`src/rtl/seg7_scan_driver.sv`:
```
// Eight-digit seven-segment scan driver with dead-time blanking,
// leading-zero suppression and frame-aligned value updates.
module seg7_scan_driver #(
  parameter int DIGIT_CYCLES = 50000,
  parameter int BLANK_CYCLES = 500
) (
  input  logic        CLK,
  input  logic        RST_N,
  input  logic        enable_i,
  input  logic [31:0] value_i,
  input  logic        value_valid_i,
  input  logic [7:0]  dp_mask_i,
  input  logic        blank_lz_i,
  output logic [7:0]  SEG_SEL,
  output logic [7:0]  SEG_DATA,
  output logic        frame_start_o
);

  localparam int CW = $clog2(DIGIT_CYCLES);
  localparam logic [CW-1:0] LAST = CW'(DIGIT_CYCLES - 1);
  localparam logic [CW-1:0] BLNK = CW'(BLANK_CYCLES);

  logic [CW-1:0] cnt;
  logic [2:0]    dig;
  logic [31:0]   shadow;
  logic [31:0]   active;

  logic          fs;
  logic [31:0]   act_nx;
  logic [31:0]   upper;
  logic [3:0]    nib;
  logic [6:0]    seg;
  logic          dp;
  logic          lz;
  logic          blank;

  function automatic logic [6:0] hexseg(input logic [3:0] n);
    logic [6:0] s;
    unique case (n)
      4'h0: s = 7'h3F;
      4'h1: s = 7'h06;
      4'h2: s = 7'h5B;
      4'h3: s = 7'h4F;
      4'h4: s = 7'h66;
      4'h5: s = 7'h6D;
      4'h6: s = 7'h7D;
      4'h7: s = 7'h07;
      4'h8: s = 7'h7F;
      4'h9: s = 7'h6F;
      4'hA: s = 7'h77;
      4'hB: s = 7'h7C;
      4'hC: s = 7'h39;
      4'hD: s = 7'h5E;
      4'hE: s = 7'h79;
      4'hF: s = 7'h71;
    endcase
    return s;
  endfunction

  // Decode from the value this slot will latch, so a frame-start
  // strobe is visible even with zero blanking cycles.
  always_comb begin
    fs     = enable_i && (cnt == '0) && (dig == 3'd0);
    act_nx = active;
    if (fs) act_nx = value_valid_i ? value_i : shadow;
    upper  = act_nx >> {dig, 2'b00};
    nib    = upper[3:0];
    seg    = hexseg(nib);
    dp     = dp_mask_i[dig];
    lz     = blank_lz_i && (dig != 3'd0)
             && (upper == 32'd0) && !dp;
    blank  = (cnt < BLNK) || lz;
  end

  always_ff @(posedge CLK or negedge RST_N) begin
    if (!RST_N) begin
      cnt           <= '0;
      dig           <= 3'd0;
      shadow        <= 32'd0;
      active        <= 32'd0;
      SEG_SEL       <= 8'hFF;
      SEG_DATA      <= 8'hFF;
      frame_start_o <= 1'b0;
    end else begin
      if (value_valid_i) shadow <= value_i;
      if (fs) active <= act_nx;
      frame_start_o <= fs;
      if (!enable_i) begin
        cnt      <= '0;
        dig      <= 3'd0;
        SEG_SEL  <= 8'hFF;
        SEG_DATA <= 8'hFF;
      end else begin
        if (cnt == LAST) begin
          cnt <= '0;
          dig <= dig + 3'd1;
        end else begin
          cnt <= cnt + 1'b1;
        end
        if (blank) begin
          SEG_SEL  <= 8'hFF;
          SEG_DATA <= 8'hFF;
        end else begin
          SEG_SEL  <= ~(8'h01 << dig);
          SEG_DATA <= ~{dp, seg};
        end
      end
    end
  end

endmodule
```
`config.mk`:
```
export PLATFORM = sky130hd
export DESIGN_NAME = seg7_scan_driver
export DESIGN_NICKNAME = d
export VERILOG_FILES = /design/src/rtl/seg7_scan_driver.sv
export SDC_FILE = /design/constraint.sdc
export NUM_CORES = 1
export LEC_CHECK = 0
export CAP_MARGIN = 40
export CORE_MARGIN = 1
export CORE_UTILIZATION = 37
export CTS_BUF_LIST = sky130_fd_sc_hd__clkbuf_8
export DETAILED_ROUTE_END_ITERATION = 16
export GPL_TIMING_DRIVEN = 1
export PLACE_DENSITY = 0.66
export SETUP_SLACK_MARGIN = 0.5
export SYNTH_ARGS = -nofsm -noshare
export SYNTH_HDL_FRONTEND = slang
export SYNTH_SLANG_ARGS = --single-unit
```
`constraint.sdc`:
```
create_clock -name CLK -period 12.2 [get_ports CLK]
set_clock_uncertainty 0.15 [all_clocks]
set_input_delay 1.83 -clock CLK [delete_from_list [all_inputs] [get_ports CLK]]
set_output_delay 1.83 -clock CLK [all_outputs]
set_load 0.005 [all_outputs]
```
==> results of run 1 <==
-- worst paths after layout --
path | from | endpoint | cells past startpoint
setup / recovery | enable_i | SEG_DATA[6] | 16
hold / removal | active[1] | active[1] | 2
setup reg to reg | dig[1] | SEG_DATA[6] | 17
hold reg to reg | active[1] | active[1] | 2
max in group asynchronous | RST_N | cnt[5] | 2
min in group asynchronous | RST_N | active[31] | 1
-- through the flow --
stage	worst slack (ns)	util [%]	power, mW	instances
global route	5.801	44.87	0.8505	714
global placement	5.932	43.53	0.5983	698
detailed placement	5.806	43.53	0.6047	698
CTS	6.196	44.87	0.8091	714
floorplan	7.134	-	0.5429	480
finish	6.149	44.87	0.8033	714
-- state kept, by name, summed over array words and instances, names as in the netlist --
signal,count
active,32
cnt,16
SEG_DATA,8
dig,3
shadow,32
SEG_SEL,8
frame_start_o,1
-- kinds of logic (layout without fill, tap and decap cells) --
logic type | Yosys count | count (layout) | synth area share (%)
simple gates | 172 | 172 | 17.50
flops | 100 | 100 | 46.36
mux | 76 | 76 | 19.45
buf+inv | 52 | 106 | 4.668
compound gates | 50 | 50 | 6.231
xor+xnor | 16 | 16 | 2.575
fa+ha+maj | 14 | 14 | 3.219
-- cells in the final DEF, fill, tap and decap left out, types with 5 or more instances in the layout --
| master | n |
|---|---|
| ha_1 | 14 |
| a21oi_1 | 12 |
| xor2_1 | 8 |
| o2111ai_1 | 5 |
| inv_1 | 22 |
| clkdlybuf4s50_1 | 59 |
| a22oi_1 | 5 |
| nor3_1 | 18 |
| clkbuf_8 | 12 |
| nor2_1 | 44 |
| mux4_2 | 19 |
| inv_2 | 5 |
| mux2i_1 | 11 |
| xnor2_1 | 8 |
| nand3_1 | 18 |
| and2_1 | 5 |
| dfrtp_1 | 84 |
| o21ai_0 | 8 |
| mux2_2 | 43 |
| nand2_1 | 46 |
| dfstp_2 | 16 |
-- where the power goes --
| part | switching (mW) | total (mW) | internal (mW) |
|---|---|---|---|
| Clock | 0.113 | 0.203 | 0.0899 |
| Combinational | 0.103 | 0.202 | 0.0986 |
| Sequential | 0.0273 | 0.399 | 0.371 |
-- cell type report --
cell class	count	area (µm²)	share of cell area, %
clock inverters	4	23.77	0.3759
multi-input cells	328	2665	42.14
repair buffers	64	625.6	9.891
flip-flops and latches	100	2522	39.88
clock buffers	12	165.2	2.611
inverters	26	97.59	1.543
well taps	180	225.2	3.561
-- routing by layer --
layer	GRT usage (%)	vias to the layer above	part of all wire, %
met5	0	-	0
met2	28.18	111	49
met3	3.367	15	4.5
li1	-	1804	-
met1	22.90	1920	45
met4	6.702	0	1.5
-- worst register-to-register path: stages (launching register included) --
cell	delay [ns]
dfrtp_1	0.61
inv_1	0.32
ha_1	0.30
nor4b_4	0.29
and4_4	0.28
nand2_4	0.17
inv_2	0.32
mux2_2	0.40
mux2_2	0.28
mux4_2	0.54
inv_1	0.13
ha_1	0.17
o2111ai_1	0.10
a21oi_1	0.14
o31ai_1	0.12
nor4b_4	0.40
o21ai_2	0.21
o2111ai_1	0.17
==> results.sh, run 1 <==
export IMPL_run_status="finished, final reports clean"
export IMPL_io_pins=62
export IMPL_core_area_mm2=0.01410
export IMPL_arrival_ns=6.19
export IMPL_syn_avg_cell_area_um2=11.34
export IMPL_crit_type="in2reg"
export IMPL_antenna_found_initial=0
export IMPL_drt_iter0_markers=276
export IMPL_first_pass_iters=5
export IMPL_final_area_mm2=0.006325
export IMPL_yosysTopAreaCellShare_pct=38.63
export IMPL_cp_slowest_cell="clkdlybuf4s50_1"
export IMPL_fin_crit_ns=6.051
export IMPL_cts_setup_buffers=0
export IMPL_diodes=0
export IMPL_drc=0
export IMPL_cap_violations=0
export IMPL_clk_pin_slew_ns=0.09
export IMPL_synth_async_sr_flop_share_pct=100.0
export IMPL_grt_max_degree=57
export IMPL_rsz0062_at_grt="no"
export IMPL_synth_area_mm2=0.005441
export IMPL_wire_per_inst_um=16.85
export IMPL_min_delay_path_class="reg2reg"
export IMPL_port_buffers=61
export IMPL_powerDensity_mw_per_mm2=127.0
export IMPL_setup_viol=0
export IMPL_drive_gt1_share_pct=22.47
export IMPL_ctsResizeCount=0
export IMPL_syn_num_nets=539
export IMPL_crit_required_ns=12.34
export IMPL_die_x_um=123.3
export IMPL_yosys_warnings=0
export IMPL_worstPathCellList="clkdlybuf4s50_1 -> nor4bb_4 -> and4_4 -> nand2_4 -> inv_2 -> mux2_2 -> mux2_2 -> mux4_2 -> inv_1 -> ha_1 -> o2111ai_1 -> a21oi_1 -> o31ai_1 -> nor4b_4 -> o21ai_2 -> o2111ai_1"
export IMPL_crit_family="multiplexers"
export IMPL_nNetsFinal=588
export IMPL_tightest_slew_ns=0.7303
export IMPL_max_slew_margin_pct=51.31
export IMPL_final_antenna_net_count=0
export IMPL_row_count=43
export IMPL_irDropWorstVdd_mv=0.04858
export IMPL_start_util_pct=38.60
export IMPL_cts_made_buffers=9
export IMPL_synthTopCellsByCount="dfrtp_1 (84), nand2_1 (46), nor2_1 (44)"
export IMPL_fmax_mhz=165.3
export IMPL_synth_edf_count=0
export IMPL_num_vias=3850
export IMPL_yosys_top_cells_area="dfrtp_1 (39%), mux2_2 (8.9%), mux4_2 (7.9%)"
export IMPL_path_max_fanout=24
export IMPL_slowest_delay_ns=0.61
export IMPL_yosysTopAreaCell="dfrtp_1"
export IMPL_insertion_delay_ns=0.38
export IMPL_cts_hold_buf=0
export IMPL_first_global_vias=3892
export IMPL_post_route_period_util_pct=49.60
export IMPL_grt_pass1_wl_um=19970
export IMPL_dieHeight_um=123.3
export IMPL_ys_types=62
export IMPL_yosys_register_bits=100
export IMPL_finalHoldViolations=0
export IMPL_critPathCaptureType="flip-flop"
export IMPL_cts_root_buf="clkbuf_8"
export IMPL_postPlaceCellArea_mm2=0.006136
export IMPL_start_kind="input port"
export IMPL_synthToLayoutAreaGrowth_pct=16.23
export IMPL_track_usage_pct=17.37
export IMPL_cts_sinks=100
export IMPL_synth_cells=480
export IMPL_gp_congestion=0.8962
export IMPL_rrSetupSlack_ns=7.01
export IMPL_finalWirelength_um=12030
export IMPL_timing_setup_tns_ns=0
export IMPL_synth_most_common_cell="dfrtp_1"
export IMPL_cts_tree="built"
export IMPL_hpwl_um=8954
export IMPL_whs_ns=0.3486
export IMPL_crit_buf_inv=3
export IMPL_yosysSeqAreaShare_pct=46.36
export IMPL_overflow=0
export IMPL_viasPerCell=5.392
export IMPL_synth_flop_cell="dfrtp_1"
export IMPL_maxSlewViolCount=0
export IMPL_dieArea_mm2=0.01520
export IMPL_cts_max_path_buffers=2
export IMPL_n_fill_cell=1302
export IMPL_cts_htree_levels=3
export IMPL_p_leak_nw=2.629
Power figures use the tool's default switching activity.
==> run 2: changes to the inputs <==
--- a/config.mk
+++ b/config.mk
@@ -11,7 +11,7 @@
 export CTS_BUF_LIST = sky130_fd_sc_hd__clkbuf_8
 export DETAILED_ROUTE_END_ITERATION = 16
 export GPL_TIMING_DRIVEN = 1
-export PLACE_DENSITY = 0.66
+export PLACE_DENSITY = 0.68
 export SETUP_SLACK_MARGIN = 0.5
 export SYNTH_ARGS = -nofsm -noshare
 export SYNTH_HDL_FRONTEND = slang
==> constraint.sdc (replaced) <==
create_clock -name CLK -period 5.1 [get_ports CLK]
set_clock_uncertainty 0.15 [all_clocks]
set_input_delay 0.765 -clock CLK [delete_from_list [all_inputs] [get_ports CLK]]
set_output_delay 0.765 -clock CLK [all_outputs]
set_load 0.005 [all_outputs]
==> run 2 against run 1 <==
Highest routed layer unchanged. Sequential power increased by 140%. Critical endpoint unchanged. Critical path type unchanged. Clock power rose to 2.7 times the previous value. Total power is 150% higher. Final cell count is 1.3% higher. Critical path depth is the same.
==> results.sh, run 2 (synthesized netlist as in run 1, its figures left out) <==
export IMPL_run_status="finished, final reports clean"
export IMPL_first_pass_iters=4
export IMPL_irDropWorstVdd_mv=0.1557
export IMPL_dieArea_mm2=0.01520
export IMPL_slowest_delay_ns=0.50
export IMPL_rsz0062_at_grt="no"
export IMPL_cts_max_path_buffers=2
export IMPL_critPathCaptureType="flip-flop"
export IMPL_gp_congestion=0.8968
export IMPL_insertion_delay_ns=0.39
export IMPL_fmax_mhz=230.0
export IMPL_cts_root_buf="clkbuf_8"
export IMPL_track_usage_pct=17.66
export IMPL_first_global_vias=3888
export IMPL_r2r_start="dig[0]"
export IMPL_cts_hold_buf=0
export IMPL_total_power_mw=1.997
export IMPL_grt_max_degree=62
export IMPL_setup_viol=0
export IMPL_r2r_end="SEG_DATA[6]"
export IMPL_cts_tree="built"
export IMPL_cts_made_buffers=9
export IMPL_finalWirelength_um=12270
export IMPL_drt_iter0_markers=297
export IMPL_final_area_mm2=0.006420
export IMPL_core_area_mm2=0.01410
export IMPL_whs_ns=0.3012
export IMPL_final_antenna_net_count=0
export IMPL_layout_commonest_cell="dfrtp_1"
export IMPL_diodes=0
export IMPL_dieHeight_um=123.3
export IMPL_antenna_found_initial=0
export IMPL_port_buffers=61
export IMPL_min_delay_path_class="in2async"
export IMPL_hpwl_um=9070
export IMPL_ctsResizeCount=0
export IMPL_synthToLayoutAreaGrowth_pct=17.98
export IMPL_postPlaceCellArea_mm2=0.006203
export IMPL_start_kind="input port"
export IMPL_grt_pass1_wl_um=20130
export IMPL_wire_per_inst_um=16.97
export IMPL_io_pins=62
export IMPL_fin_util_pct=45.54
export IMPL_timing_setup_tns_ns=0
export IMPL_arrival_ns=4.49
export IMPL_die_x_um=123.3
export IMPL_rrSetupSlack_ns=0.81
export IMPL_powerDensity_mw_per_mm2=311.0
export IMPL_drc=0
export IMPL_nNetsFinal=597
export IMPL_p_leak_nw=2.690
export IMPL_max_slew_margin_pct=48.05
export IMPL_viasPerCell=5.344
export IMPL_row_count=43
export IMPL_maxSlewViolCount=0
export IMPL_cap_violations=0
export IMPL_crit_required_ns=5.25
export IMPL_start_util_pct=38.60
export IMPL_n_fill_cell=1298
export IMPL_top_regs="active: 32 flops, shadow: 32 flops, cnt: 16 flops"
export IMPL_fin_crit_ns=4.347
export IMPL_post_route_period_util_pct=85.24
export IMPL_crit_type="in2reg"
export IMPL_overflow=0
export IMPL_final_cell_mix="dfrtp_1 (84), clkdlybuf4s50_1 (59), nand2_1 (46)"
export IMPL_ff_latch_area_mm2=0.002522
export IMPL_clk_pin_slew_ns=0.09
export IMPL_cts_setup_buffers=0
export IMPL_drive_gt1_share_pct=23.94
export IMPL_cts_htree_levels=3
export IMPL_num_vias=3864
export IMPL_worstPathCellList="clkdlybuf4s50_1 -> nor4bb_4 -> and4_4 -> nand2_4 -> inv_2 -> mux2_2 -> mux2_2 -> mux4_2 -> inv_1 -> ha_1 -> o2111ai_1 -> a21oi_1 -> o31ai_1 -> nor4b_4 -> o21ai_2 -> o2111ai_1"
export IMPL_rr_worst_depth=17
export IMPL_finalHoldViolations=0
export IMPL_multi_input_area_mm2=0.002668
export IMPL_path_max_fanout=9
export IMPL_tightest_slew_ns=0.7792
export IMPL_cts_sinks=100
export IMPL_cp_slowest_cell="clkdlybuf4s50_1"
[run 2: worst max-delay path by stage]
| stage | startpoint | end | slack (ns) | depth (start not counted) |
|---|---|---|---|---|
| finish | enable_i | SEG_DATA[6] | 0.75 | 16 |
| global route | dig[0] | SEG_DATA[6] | 0.52 | 18 |
| CTS | dig[0] | SEG_DATA[6] | 0.68 | 17 |
| detailed placement | enable_i | SEG_DATA[6] | 0.35 | 16 |
| global placement | enable_i | SEG_DATA[3] | 0.41 | 16 |
| floorplan | dig[0] | SEG_DATA[5] | 0.72 | 19 |
[run 2: metrics by stage]
step,std cells,setup WS [ns]
after floorplan,480,0.7156
after global placement,707,0.4145
after detailed placement,707,0.3477
after CTS,723,0.6848
after global routing,723,0.5233
final,723,0.7529
[run 2: critical path: cells and delay by family]
kind	cells	cell delay, ns
AOI/OAI and AO/OA	5	0.68
adders and majority gates	1	0.17
buffers and inverters	3	0.77
muxes	3	1.12
and+or+nand+nor	4	0.97
[run 2: area by class of cell]
type                            instances  share of cell area, %
Timing Repair Buffer                   73                  10.80
Clock buffer                            9                  1.929
Tap cell                              180                  3.508
Sequential cell                       100                  39.29
Clock inverter                          7                  1.364
Inverter                               26                  1.559
Multi-Input combinational cell        328                  41.55
[run 2: report_power, final]
part	switching [mW]	total, mW	internal [mW]
clock network	0.277	0.549	0.272
registers	0.0644	0.953	0.889
logic	0.251	0.495	0.244
[run 2: routing by layer]
metal	wire length, µm	global-route usage [%]	vias to the layer above
li1	-	-	1817
met1	5565	23.68	1925
met2	5933	28.07	110
met3	599	3.090	12
met4	173	7.681	0
met5	0	0	-
